==> src/rtl/ixc_context_pkg.sv <==
// Shared definitions for the context capture/restore paths: restore FSM
// states and the word-count arithmetic used to size memory accesses.
package ixc_context_pkg;

    typedef enum logic [2:0] {
        ST_IDLE = 3'd0,
        ST_READ = 3'd1,
        ST_CAPT = 3'd2,
        ST_LOAD = 3'd3,
        ST_FIN  = 3'd4
    } ctx_state_e;

    // Number of b-bit words needed to hold a bits, never less than one.
    function automatic int ceil_div(input int a, input int b);
        int r;
        r = (a + b - 1) / b;
        return (r < 1) ? 1 : r;
    endfunction

    // clog2 that never returns 0, so single-entry ranges still get a bit.
    function automatic int safe_clog2(input int n);
        int r;
        r = $clog2(n);
        return (r < 1) ? 1 : r;
    endfunction

endpackage

==> src/rtl/ixc_ctx_ack_timer.sv <==
// Loadable down-counter watching for the load acknowledge. expire is high
// while the count sits at zero; the counter stops there.
module ixc_ctx_ack_timer #(
    parameter int CNT_W = 4
) (
    input  logic             clk,
    input  logic             rst_n,
    input  logic             clear,
    input  logic             load,
    input  logic             en,
    input  logic [CNT_W-1:0] load_val,
    output logic             expire
);

    logic [CNT_W-1:0] cnt;

    // Clear has priority over load, load over counting down.
    always_ff @(posedge clk or negedge rst_n) begin
        if (!rst_n) begin
            cnt <= '0;
        end else if (clear) begin
            cnt <= '0;
        end else if (load) begin
            cnt <= load_val;
        end else if (en && (cnt != '0)) begin
            cnt <= cnt - 1'b1;
        end
    end

    assign expire = (cnt == '0);

endmodule

==> src/rtl/ixc_context_write.sv <==
// Context restore engine: reads NUM_WORDS context memory words, repacks
// them into a DATA_W-bit value and loads it into the target state.
//
// Target handshake: ctx_we is a request held with ctx_wdata stable until
// the cycle ctx_ack is seen (that cycle completes the load) or until
// ACK_TMO request cycles pass without ctx_ack, which ends the restore
// with err set. An ack on the final timeout cycle counts as success.
module ixc_context_write
    import ixc_context_pkg::*;
#(
    parameter int  DATA_W    = 6,
    parameter int  WORD_W    = 32,
    parameter int  ACK_TMO   = 15,
    localparam int NUM_WORDS = ceil_div(DATA_W, WORD_W),
    localparam int ADDR_W    = safe_clog2(NUM_WORDS)
) (
    input  logic              clk,
    input  logic              rst_n,
    input  logic              start,
    output logic              rd_en,
    output logic [ADDR_W-1:0] rd_addr,
    input  logic [WORD_W-1:0] rd_data,
    output logic [DATA_W-1:0] ctx_wdata,
    output logic              ctx_we,
    input  logic              ctx_ack,
    output logic              busy,
    output logic              done,
    output logic              err
);

    localparam int                PACK_W   = NUM_WORDS * WORD_W;
    localparam int                TMR_W    = safe_clog2(ACK_TMO);
    localparam logic [ADDR_W-1:0] LAST_IDX = ADDR_W'(NUM_WORDS - 1);
    localparam logic [TMR_W-1:0]  TMR_INIT = TMR_W'(ACK_TMO - 1);

    ctx_state_e        state;
    ctx_state_e        state_nxt;
    logic [ADDR_W-1:0] idx;
    logic [ADDR_W-1:0] last_addr;
    logic [PACK_W-1:0] pack;
    logic              err_q;
    logic              last_word;
    logic              accept;
    logic              ack_ok;
    logic              tmo_hit;
    logic              tmr_clear;
    logic              tmr_load;
    logic              tmr_en;
    logic              tmr_expire;
    logic              unused_pack;

    assign last_word = (idx == LAST_IDX);
    assign accept    = (state == ST_IDLE) && start;
    assign ack_ok    = (state == ST_LOAD) && ctx_ack;
    assign tmo_hit   = (state == ST_LOAD) && !ctx_ack && tmr_expire;

    // Timer is armed with ACK_TMO-1 on entry to LOAD, so expire marks the
    // ACK_TMO-th request cycle.
    assign tmr_clear = (state == ST_FIN);
    assign tmr_load  = (state == ST_CAPT) && last_word;
    assign tmr_en    = (state == ST_LOAD);

    ixc_ctx_ack_timer #(
        .CNT_W (TMR_W)
    ) u_ack_timer (
        .clk      (clk),
        .rst_n    (rst_n),
        .clear    (tmr_clear),
        .load     (tmr_load),
        .en       (tmr_en),
        .load_val (TMR_INIT),
        .expire   (tmr_expire)
    );

    // State register.
    always_ff @(posedge clk or negedge rst_n) begin
        if (!rst_n) begin
            state <= ST_IDLE;
        end else begin
            state <= state_nxt;
        end
    end

    // Next-state logic: one READ/CAPT pair per word, then LOAD until ack or timeout.
    always_comb begin
        state_nxt = state;
        case (state)
            ST_IDLE: if (start) state_nxt = ST_READ;
            ST_READ: state_nxt = ST_CAPT;
            ST_CAPT: state_nxt = last_word ? ST_LOAD : ST_READ;
            ST_LOAD: if (ack_ok || tmo_hit) state_nxt = ST_FIN;
            ST_FIN:  state_nxt = ST_IDLE;
            default: state_nxt = ST_IDLE;
        endcase
    end

    // Output decode: strobes and status are pure functions of the state.
    always_comb begin
        rd_en  = 1'b0;
        ctx_we = 1'b0;
        done   = 1'b0;
        busy   = (state != ST_IDLE);
        case (state)
            ST_READ: rd_en  = 1'b1;
            ST_LOAD: ctx_we = 1'b1;
            ST_FIN:  done   = 1'b1;
            default: ;
        endcase
    end

    // Word index, held read address, pack register and sticky error.
    always_ff @(posedge clk or negedge rst_n) begin
        if (!rst_n) begin
            idx       <= '0;
            last_addr <= '0;
            pack      <= '0;
            err_q     <= 1'b0;
        end else begin
            if (accept || (state == ST_FIN)) begin
                idx <= '0;
            end else if ((state == ST_CAPT) && !last_word) begin
                idx <= idx + 1'b1;
            end
            if (state == ST_READ) begin
                last_addr <= idx;
            end
            if (state == ST_CAPT) begin
                pack[idx * WORD_W +: WORD_W] <= rd_data;
            end
            if (accept) begin
                err_q <= 1'b0;
            end else if (tmo_hit) begin
                err_q <= 1'b1;
            end
        end
    end

    assign rd_addr   = rd_en ? idx : last_addr;
    assign ctx_wdata = (state == ST_LOAD) ? pack[DATA_W-1:0] : '0;
    assign err       = err_q;

    // Pack bits above DATA_W only exist to keep word writes aligned.
    assign unused_pack = ^pack;

endmodule

==> config.mk <==
export PLATFORM = sky130hd
export DESIGN_NAME = ixc_context_write
export DESIGN_NICKNAME = d
export VERILOG_FILES = /design/src/rtl/ixc_context_pkg.sv /design/src/rtl/ixc_ctx_ack_timer.sv /design/src/rtl/ixc_context_write.sv
export SDC_FILE = /design/constraint.sdc
export NUM_CORES = 1
export LEC_CHECK = 0
export CAP_MARGIN = 30
export CORE_MARGIN = 1.5
export CORE_UTILIZATION = 35
export CTS_BUF_LIST = sky130_fd_sc_hd__clkbuf_8
export CTS_CLUSTER_SIZE = 25
export DETAILED_ROUTE_END_ITERATION = 8
export HOLD_SLACK_MARGIN = 0.03
export PLACE_DENSITY = 0.78
export SLEW_MARGIN = 40
export SYNTH_ARGS = -nofsm -noshare
export SYNTH_HDL_FRONTEND = slang
export SYNTH_SLANG_ARGS = --single-unit
==> constraint.sdc <==
create_clock -name clk -period 1.65 [get_ports clk]
set_input_delay 0.495 -clock clk [delete_from_list [all_inputs] [get_ports clk]]
set_output_delay 0.495 -clock clk [all_outputs]
set_load 0.005 [all_outputs]
**Word-level counts from Yosys, hierarchy flattened**

Cells that the tools add are included.

- Add/sub/neg operators: 3
- Eq/ne operators: 6
- Shift operators: 2
- Muxes and demuxes: 17
- Bitwise gates (word level): 1
- Reductions and logical operators: 18

Operators by type and width:

| kind | count |
|---|---|
| negation 6 -> 34 bit | 1 |
| variable shift 32 x 34 -> 32 bit (first input constant) | 1 |
| indexed part select 32 x 34 -> 32 bit | 1 |
| bitwise mux 32 bit | 1 |
| two-way mux 4 bit | 3 |
| one-hot mux 3 bit (4 select lines) | 1 |
| two-way mux 1 bit | 8 |
| logical AND 1 bit | 7 |
| equality test 3 x 2 -> 1 bit (second input constant) | 2 |
| two-way mux 3 bit | 2 |
| two-way mux 6 bit | 1 |
| nonzero test 3 bit | 2 |
| logical NOT 4 bit | 1 |
| inequality test 2 bit (second input constant) | 2 |
| nonzero test 2 bit | 2 |
| nonzero test 4 bit | 1 |
| subtractor 4 x 1 -> 4 bit (second input constant) | 1 |
| equality test 3 x 1 -> 1 bit (second input constant) | 1 |
| equality test 3 bit (second input constant) | 1 |
| logical NOT 3 bit | 1 |
| logical OR 1 bit | 2 |
| two-way mux 2 bit | 1 |
| AND reduction 2 bit | 1 |
| adder 1 bit (second input constant) | 1 |
| 2 further kinds | 2 |

- Flip-flop bits (word level): 42
- Bits of input ports: 36
- Output and inout bits: 12
- Logic and storage cells: 53

**Depth between registers and ports, before layout**

- Depth in word-level cells: 6
- Gate-level depth with buffers: 6

**Cells and area by module**

From an unflattened synthesis, not the netlist that was laid out.

- Cell total of the unflattened synthesis: 83
- Area total of the unflattened synthesis: 904.6 um2

Modules (own cells, without submodules):

| module | times used | cells each | area each (um2) | sequential area each (um2) |
|---|---|---|---|---|
| ixc_context_write | 1 | 52 | 611.8 | 300.3 |
| ixc_ctx_ack_timer | 1 | 31 | 292.8 | 100.1 |

**Worst setup path before layout**

No wires, ideal clock.

- Path type: reg2out
- Start point: register state[0]
- End point: output rd_addr
- Data arrival time: 1.233 ns
- Data required time: 1.155 ns
- Slack: -0.078 ns
- Stages on the path, launching flop included: 4
- Path buffers: 1
- Cells stage by stage: dfrtp_1 > buf_6 > nor3b_1 > mux2_2

- Cells in the longest elaborated chain, start to end: 3

Ends and longest elaborated chain:

| element | RTL line | source |
|---|---|---|
| start: declaration | ixc_context_write.sv:36 | `ctx_state_e state;` |
| start signal: assignment | ixc_context_write.sv:80 | `state <= state_nxt;` |
| equality test 3 x 1 -> 1 bit | ixc_context_write.sv:103 | `case (state)` |
| two-way mux 1 bit | ixc_context_write.sv:103 |  |
| via rd_en | ixc_context_write.sv:20 | `output logic rd_en,` |
| two-way mux 1 bit | ixc_context_write.sv:138 | `assign rd_addr = rd_en ? idx : last_addr;` |
| end: declaration | ixc_context_write.sv:21 | `output logic [ADDR_W-1:0] rd_addr,` |

The timed path passes the listed nets, and every way through them passes these cells.

**Worst setup path after layout**

- Start point: register state[2]
- End point: output rd_addr

- Cells in the longest elaborated chain, start to end: 3

Ends and longest elaborated chain:

| element | RTL line |
|---|---|
| equality test 3 x 1 -> 1 bit | ixc_context_write.sv:103 |
| two-way mux 1 bit | ixc_context_write.sv:103 |
| two-way mux 1 bit | ixc_context_write.sv:138 |

No other way between the ends.

==> results.md <==
- Result of the run: finished with violations
- Violations in the final reports: setup timing
- Io pins: between 40 and 50
- TritonCTS clock tree: built
- Largest net degree at the start of global routing: 17
- Total power of the final layout: 2840 uW
- Cell family contributing the most delay on the critical path: flip-flops
- CP endpoint kind: primary output
- Post-CTS clock slew at the launch and capture registers of the worst setup and hold paths: 0.06 ns
- Placed wire-length estimate after detailed placement: around 1500 um
- Die Span X: a little over 50 um
- Critical path required time: 1.15 ns
- Transition time at the pin with the least slew margin: around 0.3 ns
- Avg Synthesized Cell Area: approximately 11 sq um
- PwrDens: 1910 nW/um^2
- Cell leakage power: 0.000711 uW
- Placed Instances: between 100 and 150
- Number of standard cells in the final layout excluding fillers: approximately 160
- # diodes: 0
- Number of sinks driven by the clock tree: 16
- Critical Path Fanout Max: 4
- Crit path buf inv count: 2
- Number of library cell types mapped by synthesis: 28
- Number of global-route vias before repair: 847
- Total of buffers placed on input and output ports: 21
- Overflow left after global routing: 0
- Most repeated library cell on the critical path: buf_6
- Die Y: 51.9 um
- Worst EP arrival: roughly 1.5 ns
- #FFs+latches synth: 16
- Via Count: between 800 and 900
- Commonest cells in the synthesized netlist: 16 x dfrtp_1, 8 x inv_1, 7 x and2_1, 7 x mux2_2, 6 x a21oi_1
- DR DRC count: 0
- Via density: between 5 and 6
- Row Count: 17
- Core Area: between 2000 and 2500 sq um
- Synth Instances: 76
- Global-route wire length before repair: about 3700 um
- Synth async-reset ratio: 100%
- Growth of design area from synthesis to finish: 77.7%
- Insertion delay of the later-clocked pin in the worst-skew pair: ~0.25 ns
- Worst setup path class: reg2out
- List of cells traversed by the critical path: buf_6 > nor3b_4 > mux2_4 > buf_6
- Final layout net count: 172
- Netlist Area Pre-Place: 837 sq um
- Ratio of cells with drive above 1 in the final layout: 54.9%
- Yosys warning total: 0
- Slowest Stage Delay on Critical Path: about 0.42 ns
- Remaining max-slew budget at the tightest pin: between 70% and 80%
- CP max-delay cell: dfrtp_2
- Effective utilization at floorplan: a little under two fifths
- Most repeated cell in the gate-level netlist after synthesis: dfrtp_1
- Top cells by area, synth: dfrtp_1 48%, mux2_2 9.4%, and2_1 5.2%, a21oi_1 3.6%, inv_1 3.6%
- Total wire length: between 2000 and 3000 um
- Number of antenna violations at the first check in global routing: 0
- Post-cts hold buffer count: 0
- Crit share post-route: 119%
- Worst supply voltage drop on vdd: between 0.001 and 0.0015 V
- Final hold slack: about 0.52 ns
- Worst Clk Skew: between 0.004 and 0.005 ns
- Master cell of the clock root buffer: clkbuf_8
- Min Clock Period, post-route: ~2.0 ns
- Sequential element share of the synthesized area: a little under half
- Number of endpoints with negative hold slack in the final report: 0
- Worst hold-check path type: reg2reg
- Overall global routing resource usage: 18.8%
- Max capacitance violation total: 0
- Unrepaired setup endpoints after global routing: true
- Predominant post-synthesis flop cell: dfrtp_1
- Setup WS post-layout: -0.321 ns
- Area share of the largest cell type after synthesis: between 40% and 50%
- Routed length per instance: between 15 and 20 um
- Final setup vio count: 21
- CP Launch Type: register
- Die Area: 2690 sq um
- Clock buffers created by TritonCTS: 3
- Number of buffers on the longest clock path: 2
- GP Congestion: approximately 0.81
- Violation count after the first detailed-route iteration: 30
- Fin. max-slew vios: 0
- Number of enable-type register cells in the synthesized netlist: 0
- Number of optimization iterations in the first detailed-route pass: 6
- Max Freq: just over 500 MHz
- DRT antenna net count: 0
- Clock H-tree levels: 1
- Syn_nets: approximately 110
- Largest area contributor in the synthesized netlist: dfrtp_1
per-layer routing:
metal  global-route usage [%]  vias up  part of all wire, %
li1                         -      388                    -
met4                     7.46        0                 0.35
met2                     35.0       26                   54
met1                     21.6      417                   42
met5                        0        -                    0
met3                     2.01        2                  3.6
worst register-to-register path, cell delays in order, from the launching register on:
cell and delay, ns:
dfrtp_2 0.42, buf_6 0.13, buf_4 0.12, buf_6 0.10
buf_6 0.10, nor4b_4 0.32, buf_4 0.20, mux2_4 0.30
power breakdown:
part	switching (uW)	internal, uW	leakage [uW]
Combinational	709	1170	0.000500
Sequential	119	550	0.000190
Clock	128	162	0.0000216
Total	955	1880	0.000711
cell type report:
cell class	count	area, sq um
fill	173	746
timing repair buffer	58	534
multi-input combinational	48	445
sequential	16	402
clock buffer	3	41.3
tap	28	35.0
inverter	8	30.0
kinds of logic after synthesis:
group | synth area share, %
flops | 47.8
fa+ha+maj | 1.49
mux | 9.42
buf+inv | 8.52
compound gates | 15.1
simple gates | 17.6
sequential cells by signal (all words and copies together) (netlist names):
register         count
state                3
idx                  1
last_addr            1
u_ack_timer.cnt      4
err                  1
pack                 6
worst paths after layout:
check	start	to	slack (ns)	cells after the start
setup / recovery	state[2]	rd_addr	-0.32	4
hold / removal	pack[0]	pack[0]	0.52	1
setup reg to reg	state[2]	pack[4]	-0.16	7
hold reg to reg	pack[0]	pack[0]	0.52	1
max in group asynchronous	rst_n	state[2]	0.88	2
min in group asynchronous	rst_n	last_addr	0.56	2
metrics by stage:
step                area (sq um)  setup WS (ns)  TNS [ns]  util [%]
global placement            1200         -0.308     -2.71      53.6
finish                      1490         -0.321     -2.87      66.6
CTS                         1400         -0.293     -1.70      62.5
global route                1490         -0.351     -3.75      66.6
floorplan                    842         0.0252         0         -
detailed placement          1200         -0.352     -2.81      53.6
what timing repair did:
action	CTS	global route
gates resized for setup	73	15
buffers inserted	12	6
setup endpoints to repair	12	17
endpoints found under the hold margin	0	0
gates cloned	0	1
pin swaps	11	5
layout by cell type (no fill, tap or decap), drive strengths merged, types with 2 or more instances in the layout:
cell / synthesis / final
buf: 3 / 48
dfrtp: 16 / 16
clkdlybuf4s50: 0 / 10
inv: 8 / 8
mux2: 7 / 7
and2: 7 / 7
a21oi: 6 / 6
nor2: 3 / 3
o21ai: 3 / 3
clkbuf: 1 / 3
nor3: 3 / 3
a31oi: 2 / 2
nor3b: 2 / 2
or3: 2 / 2
Note: power is estimated with default switching activity, not from simulation.
